`src/rtl/mux_rr_n.sv`:
```
// Registered CH-channel arbitrating mux with valid/ready on every port.
// Selects one requester per cycle (round-robin or fixed priority) into a single output register.
module mux_rr_n #(
   parameter int N    = 32,
   parameter int CH   = 4,
   parameter int SELW = 2
) (
   input  logic              clk,
   input  logic              rst_n,
   input  logic              fixed_pri,
   input  logic [CH-1:0]     in_valid,
   input  logic [CH*N-1:0]   in_data,
   output logic [CH-1:0]     in_ready,
   output logic              out_valid,
   output logic [N-1:0]      out_data,
   output logic [SELW-1:0]   out_sel,
   input  logic              out_ready
);

   logic [SELW-1:0] ptr;
   logic [SELW-1:0] grant;
   logic            grant_valid;
   logic [SELW-1:0] idx;
   logic [SELW:0]   sum;
   logic            ld;
   logic [N-1:0]    sel_data;

   assign ld = !out_valid || out_ready;

   // Descending scan with last-hit-wins yields the first requester at or after the start point.
   always_comb begin
      grant       = '0;
      grant_valid = 1'b0;
      idx         = '0;
      sum         = '0;
      for (int i = CH - 1; i >= 0; i--) begin
         if (fixed_pri) begin
            idx = SELW'(i);
         end else begin
            sum = {1'b0, ptr} + (SELW + 1)'(i);
            if (sum >= (SELW + 1)'(CH)) begin
               sum = sum - (SELW + 1)'(CH);
            end
            idx = sum[SELW-1:0];
         end
         if (in_valid[idx]) begin
            grant       = idx;
            grant_valid = 1'b1;
         end
      end
   end

   always_comb begin
      sel_data = '0;
      in_ready = '0;
      for (int i = 0; i < CH; i++) begin
         if (grant == SELW'(i)) begin
            sel_data    = in_data[i*N +: N];
            in_ready[i] = rst_n && ld && grant_valid;
         end
      end
   end

   // Output register and round-robin pointer; everything holds while the consumer stalls.
   always_ff @(posedge clk or negedge rst_n) begin
      if (!rst_n) begin
         out_valid <= 1'b0;
         out_data  <= '0;
         out_sel   <= '0;
         ptr       <= '0;
      end else if (ld) begin
         if (grant_valid) begin
            out_valid <= 1'b1;
            out_data  <= sel_data;
            out_sel   <= grant;
            if (grant == SELW'(CH - 1)) begin
               ptr <= '0;
            end else begin
               ptr <= grant + 1'b1;
            end
         end else begin
            out_valid <= 1'b0;
         end
      end
   end

endmodule

```
`config.mk`:
```
export PLATFORM = sky130hd
export DESIGN_NAME = mux_rr_n
export DESIGN_NICKNAME = d
export VERILOG_FILES = /design/src/rtl/mux_rr_n.sv
export SDC_FILE = /design/constraint.sdc
export NUM_CORES = 1
export LEC_CHECK = 0
export ABC_AREA = 1
export CAP_MARGIN = 40
export CORE_UTILIZATION = 34
export CTS_BUF_LIST = sky130_fd_sc_hd__clkbuf_8
export DETAILED_ROUTE_END_ITERATION = 16
export PLACE_DENSITY = 0.79
export SLEW_MARGIN = 20
export SYNTH_ARGS = -nofsm -noshare
export SYNTH_HDL_FRONTEND = slang
export SYNTH_SLANG_ARGS = --single-unit
export TNS_END_PERCENT = 20
```
`constraint.sdc`:
```
create_clock -name clk -period 2.4 [get_ports clk]
set_input_delay 0.36 -clock clk [delete_from_list [all_inputs] [get_ports clk]]
set_output_delay 0.36 -clock clk [all_outputs]
set_load 0.01 [all_outputs]
```
Word level (Yosys, flattened, before mapping)
Index checks and enable logic that the tools add are counted.
{ "word_totals": {"reg_bits": 37, "latchBits": 0, "mem_bits_rw": 0, "mem_bits_ro": 0, "input_bits": 136, "out_inout_bits": 39, "word_cells": 63, "memories": 0} }
{ "classes": {"addsub": 8, "multipliers": 0, "n_div": 0, "n_lt_le_gt_ge": 8, "n_eq_ne": 3, "shifts": 0, "mux": 34, "bitwise": 0, "n_reduce_logical": 6} }
{ "op_table": {"columns": ["op", "count"], "rows": [
  ["$mux W32", 4],
  ["$mux W2", 13],
  ["$mux W1", 13],
  ["$lt A2 B3 Y1 const B", 4],
  ["$ge A3 B3 Y1 const B", 3],
  ["$bmux W1 S2", 4],
  ["$sub A2 B1 Y2 const B", 4],
  ["$add A2 B2 Y3 const B", 2],
  ["$eq A2 B2 Y1 const B", 2],
  ["$add A2 B1 Y3 const B", 1],
  ["$ge A2 B3 Y1 const B", 1],
  ["$add A2 B1 Y2 const B", 1],
  ["$eq A2 B1 Y1 const B", 1],
  ["$logic_and A1 B1 Y1", 2],
  ["$logic_not A2 Y1", 1],
  ["$reduce_and A2 Y1", 1],
  ["$logic_not A1 Y1", 1],
  ["$logic_or A1 B1 Y1", 1]
]} }

Depth between registers and ports, before layout
Gate-level depths: netlist of run 1.
{ "depth": {"depth_word": 15, "ltp_mapped": 22, "mapped_depth_nobuf": 19} }

Worst setup path after synthesis of run 1
No wires, ideal clock.
{ "synth_timing": {"path_kind": "register to output", "start": "register ptr[0]", "end": "output port in_ready[3]", "arrival_time_ps": 2085, "t_required_ps": 2040, "slack_ps": -45, "stages_incl_launch_ff": 16, "path_buffers": 3, "path_cell_list": "dfrtp_1 buf_4 nand2_4 nand2_1 nand2_1 nand2_1 nand2_1 nand3_1 nand3_1 nand2_1 inv_1 ha_1 clkbuf_1 clkbuf_1 inv_1 nor2_1"} }
{ "synth_between": {"elab_chain_cells": 12, "elab_cells_between_ends": 38, "classes_between": "add/sub (7); order compare (4); eq/ne (1); mux (25); reduce/logical (1)"} }
{ "synth_rtl": {"columns": ["item", "line", "rtl"], "rows": [
  ["start: declaration", "20", "logic [SELW-1:0] ptr;"],
  ["start signal: assignment", "79", "ptr <= grant + 1'b1;"],
  ["$add A2 B2 Y3", "40", "sum = {1'b0, ptr} + (SELW + 1)'(i);"],
  ["$ge A3 B3 Y1 or $sub A2 B1 Y2 (tied branches)", "41, 42", null],
  ["$mux W2", "41", "if (sum >= (SELW + 1)'(CH)) begin"],
  ["$mux W2", "37", "if (fixed_pri) begin"],
  ["$bmux W1 S2", "46", "if (in_valid[idx]) begin"],
  ["$mux W1 (implied by the code)", "46", null],
  ["$mux W2 (3 in series)", "46", null],
  ["$mux W2 (*)", "46", null],
  ["net grant[0]", "21", "logic [SELW-1:0] grant;"],
  ["$eq A2 B2 Y1 (*)", "57", "if (grant == SELW'(i)) begin"],
  ["$mux W1 (*)", "57", null],
  ["end: declaration", "13", "output logic [CH-1:0] in_ready,"]
]} }
Mark *: on every way through the listed nets, which the timed path passes. The rest lies on a longest branch. The select of a mux whose other input is x is not followed.

Worst setup path in the final report of run 1
{ "layout_timing": {"start": "register ptr[0]", "end": "output port in_ready[2]"} }
Same word-level chain as after synthesis.

==> out/qor.txt, run 1 <==
Max_cap viols -> 0
Worst-Skew Late Latency -> 0.28 ns
Die W -> 91.5 microns
Post-layout util -> 0.667
Gr usage total -> 0.239
Crit share post-route -> 1.05
Depth of the CTS H-tree -> 2
EDFF count, synth -> 0
Via count -> 3,621
Die ar. -> 8370 sq um
Crit Path Max Fanout -> 6
Worst-path clk slew -> 0.07 ns
Synthesized area -> 2720 sq um
DR pass1 iterations -> 5
Core ar. -> 7730 sq um
Largest net degree at the start of global routing -> 65
Post-CTS Hold Fix Bufs -> 0
Synthesis warning total -> 0
R2R depth -> 19
Post-route DRC violation count -> 0
Post-synth top flop -> dfrtp_1
Post-DP HPWL -> 6910 microns
IO Pins -> 175
Fill cell count -> 654
TritonCTS clock tree -> yes
Hold slack -> 0.157 ns
Top cell type's share of synthesized area -> 0.340
Post-DRT Antenna Nets -> 0
Routed len/inst -> 13.9 microns
Status -> finished with violations
Layout Skew -> 0.00523 ns
Final setup viols -> 36
Initial antenna violation count -> 0
GRT overflow -> 0
Num CTS Buffers -> 5
Diode count -> 0
#FFs+latches synth -> 37
Top post-synthesis cells by count -> 240 x nand2_1, 61 x o21ai_0, 37 x dfrtp_1
First-pass GRT wire length -> 16,000 microns
Clock Tree Buf Depth -> 2
Worst rel slew slack -> 0.693
Min Tclk post-route -> 2.53 ns
Initial Utilization -> 0.352
Final worst slack -> -0.132 ns
DIE HEIGHT -> 91.5 microns
WS Path Type -> reg2out
Final Hold Viols -> 0
Worst-Margin Slew -> 0.460 ns
Post-synth top area cell -> dfrtp_1
Syn Inst Count -> 451
Syn avg cell area -> 6.04 sq um
Max IR drop VDD -> 584 uV
Critical Path AT -> 2.17 ns
Violated checks -> negative setup slack
F_max -> 395 MHz
Worst EP required -> 2.04 ns
Most frequent cell after synthesis -> nand2_1
RSZ-0062 raised after global routing -> true
Crit. End Element -> output pin
Rows -> 32
Drt total wl -> 10,400 microns
CTS root buffer -> clkbuf_8
Register area share after synthesis -> 0.340
Synth unique cells -> 21
Post-synth ARST share -> 1.00
Worst hold path class -> in2async
Port Buffers -> 174
Syn nets -> 591
Gpl congestion -> 0.892
Share of cells above drive strength 1 -> 0.163
Leakage -> 2.41 nW
Count of pins over their slew limit -> 0
Power Total -> 6.41 mW
DRT iter0 DRCs -> 135
Sink Count -> 37
Area grow syn2layout -> 89.4%
Vias per cell -> 4.84
Power Dens Cells -> 1240 nW/um^2
Nets -> 785
Top post-synthesis cells by area -> dfrtp_1 34%, nand2_1 33%, o21ai_0 11%, a21oi_1 6.1%, inv_1 2.3%
Vias in the first global route -> 3,488
Startpoint class of the critical path -> register
-- registers in the layout (all words and copies together), names as in the netlist --
register   cells
out_data      32
out_sel        2
ptr            2
out_valid      1
-- where the power goes --
group	internal [mW]	leakage [nW]	switching (mW)
clock	0.259	0.0542	0.207
combinational	2.29	1.90	2.56
sequential	0.917	0.461	0.178
total	3.47	2.41	2.95
-- per-stage QoR --
| step | instances | setup TNS, ns | setup WS [ns] | cell area, sq um |
|---|---|---|---|---|
| after floorplan | 451 | 0 | 0.00472 | 2730 |
| after global placement | 717 | -19.11 | -0.595 | 4600 |
| after detailed placement | 717 | -24.06 | -0.728 | 4600 |
| after CTS | 747 | -1.30 | -0.0664 | 5060 |
| after global routing | 748 | -7.75 | -0.253 | 5160 |
| final | 748 | -2.18 | -0.132 | 5160 |
-- cells in the final DEF, fill, tap and decap left out, drive strengths merged --
cell           synthesis  final
dfrtp                 37     37
ha                     4      4
o21bai                 1      1
clkdlybuf4s50          0    165
nor2                  11     11
nand2                242    243
o21ai                 67     67
buf                   12     45
clkbuf                16      7
nand3                 10     10
dlygate4sd2            0      4
inv                   18     18
a21oi                 33     33
clkinv                 0      1
-- cells by family (layout without fill, tap and decap cells) --
family / after synthesis / in the layout / synth area share
buf+inv: 46 / 240 / 0.0744
compound gates: 101 / 101 / 0.191
simple gates: 263 / 264 / 0.376
fa+ha+maj: 4 / 4 / 0.0184
flops: 37 / 37 / 0.340
-- timing repair --
| item | 4_1_cts | 5_1_grt |
|---|---|---|
| setup endpoints to repair | 36 | 37 |
| gates cloned | 3 | 0 |
| gates resized for setup | 81 | 58 |
| buffers inserted | 19 | 4 |
| pin swaps | 18 | 35 |
| endpoints found under the hold margin | 0 | 0 |
-- path summary, 6_finish.rpt --
check,startpoint,slack (ns),end
max,ptr[0]$_DFFE_PN0P_,-0.13,in_ready[2]
min,rst_n,0.16,out_data[6]$_DFFE_PN0P_
max reg2reg,ptr[0]$_DFFE_PN0P_,-0.10,out_data[23]$_DFFE_PN0P_
min reg2reg,out_data[31]$_DFFE_PN0P_,0.47,out_data[31]$_DFFE_PN0P_
max in group asynchronous,rst_n,1.90,ptr[1]$_DFFE_PN0P_
min in group clk,out_data[31]$_DFFE_PN0P_,0.47,out_data[31]$_DFFE_PN0P_
-- worst max-delay path, stage by stage (launching register included) --
cell	delay [ns]
dfrtp_2	0.48
buf_6	0.17
nand3_4	0.08
nand2_2	0.06
nand2_2	0.11
nand3_2	0.12
o21bai_1	0.18
nand2_2	0.12
buf_4	0.18
ha_4	0.16
inv_2	0.05
nor2_1	0.04
buf_2	0.14
-- layer usage --
layer,track usage,up-vias,share of wire
met5,0,-,0
met3,0.0553,28,0.065
met1,0.260,1618,0.38
li1,-,1815,-
met4,0.0886,0,0.031
met2,0.445,160,0.53
-- layout make-up --
| type | count | area (sq um) | area share |
|---|---|---|---|
| Timing Repair Buffer | 214 | 2130 | 0.414 |
| Multi-Input combinational cell | 369 | 1790 | 0.347 |
| Sequential cell | 37 | 928 | 0.180 |
| Tap cell | 102 | 128 | 0.0248 |
| Clock buffer | 7 | 96.3 | 0.0187 |
| Inverter | 18 | 75.1 | 0.0146 |
| Clock inverter | 1 | 5.00 | 0.000971 |
Power figures use the tool's default switching activity.
==> inputs of run 2 (changes only) <==
--- a/config.mk
+++ b/config.mk
@@ -11,7 +11,6 @@
 export CTS_BUF_LIST = sky130_fd_sc_hd__clkbuf_8
 export DETAILED_ROUTE_END_ITERATION = 16
 export PLACE_DENSITY = 0.79
-export SLEW_MARGIN = 20
 export SYNTH_ARGS = -nofsm -noshare
 export SYNTH_HDL_FRONTEND = slang
 export SYNTH_SLANG_ARGS = --single-unit
==> results of run 2 <==
Final layout, timing and power as in run 1 (identical DEF).
==> inputs of run 3 (changes only) <==
--- a/config.mk
+++ b/config.mk
@@ -10,6 +10,7 @@
 export CORE_UTILIZATION = 34
 export CTS_BUF_LIST = sky130_fd_sc_hd__clkbuf_8
 export DETAILED_ROUTE_END_ITERATION = 16
+export GPL_ROUTABILITY_DRIVEN = 0
 export PLACE_DENSITY = 0.79
 export SYNTH_ARGS = -nofsm -noshare
 export SYNTH_HDL_FRONTEND = slang
==> results of run 3 <==
Final layout, timing and power as in run 1 (identical DEF).
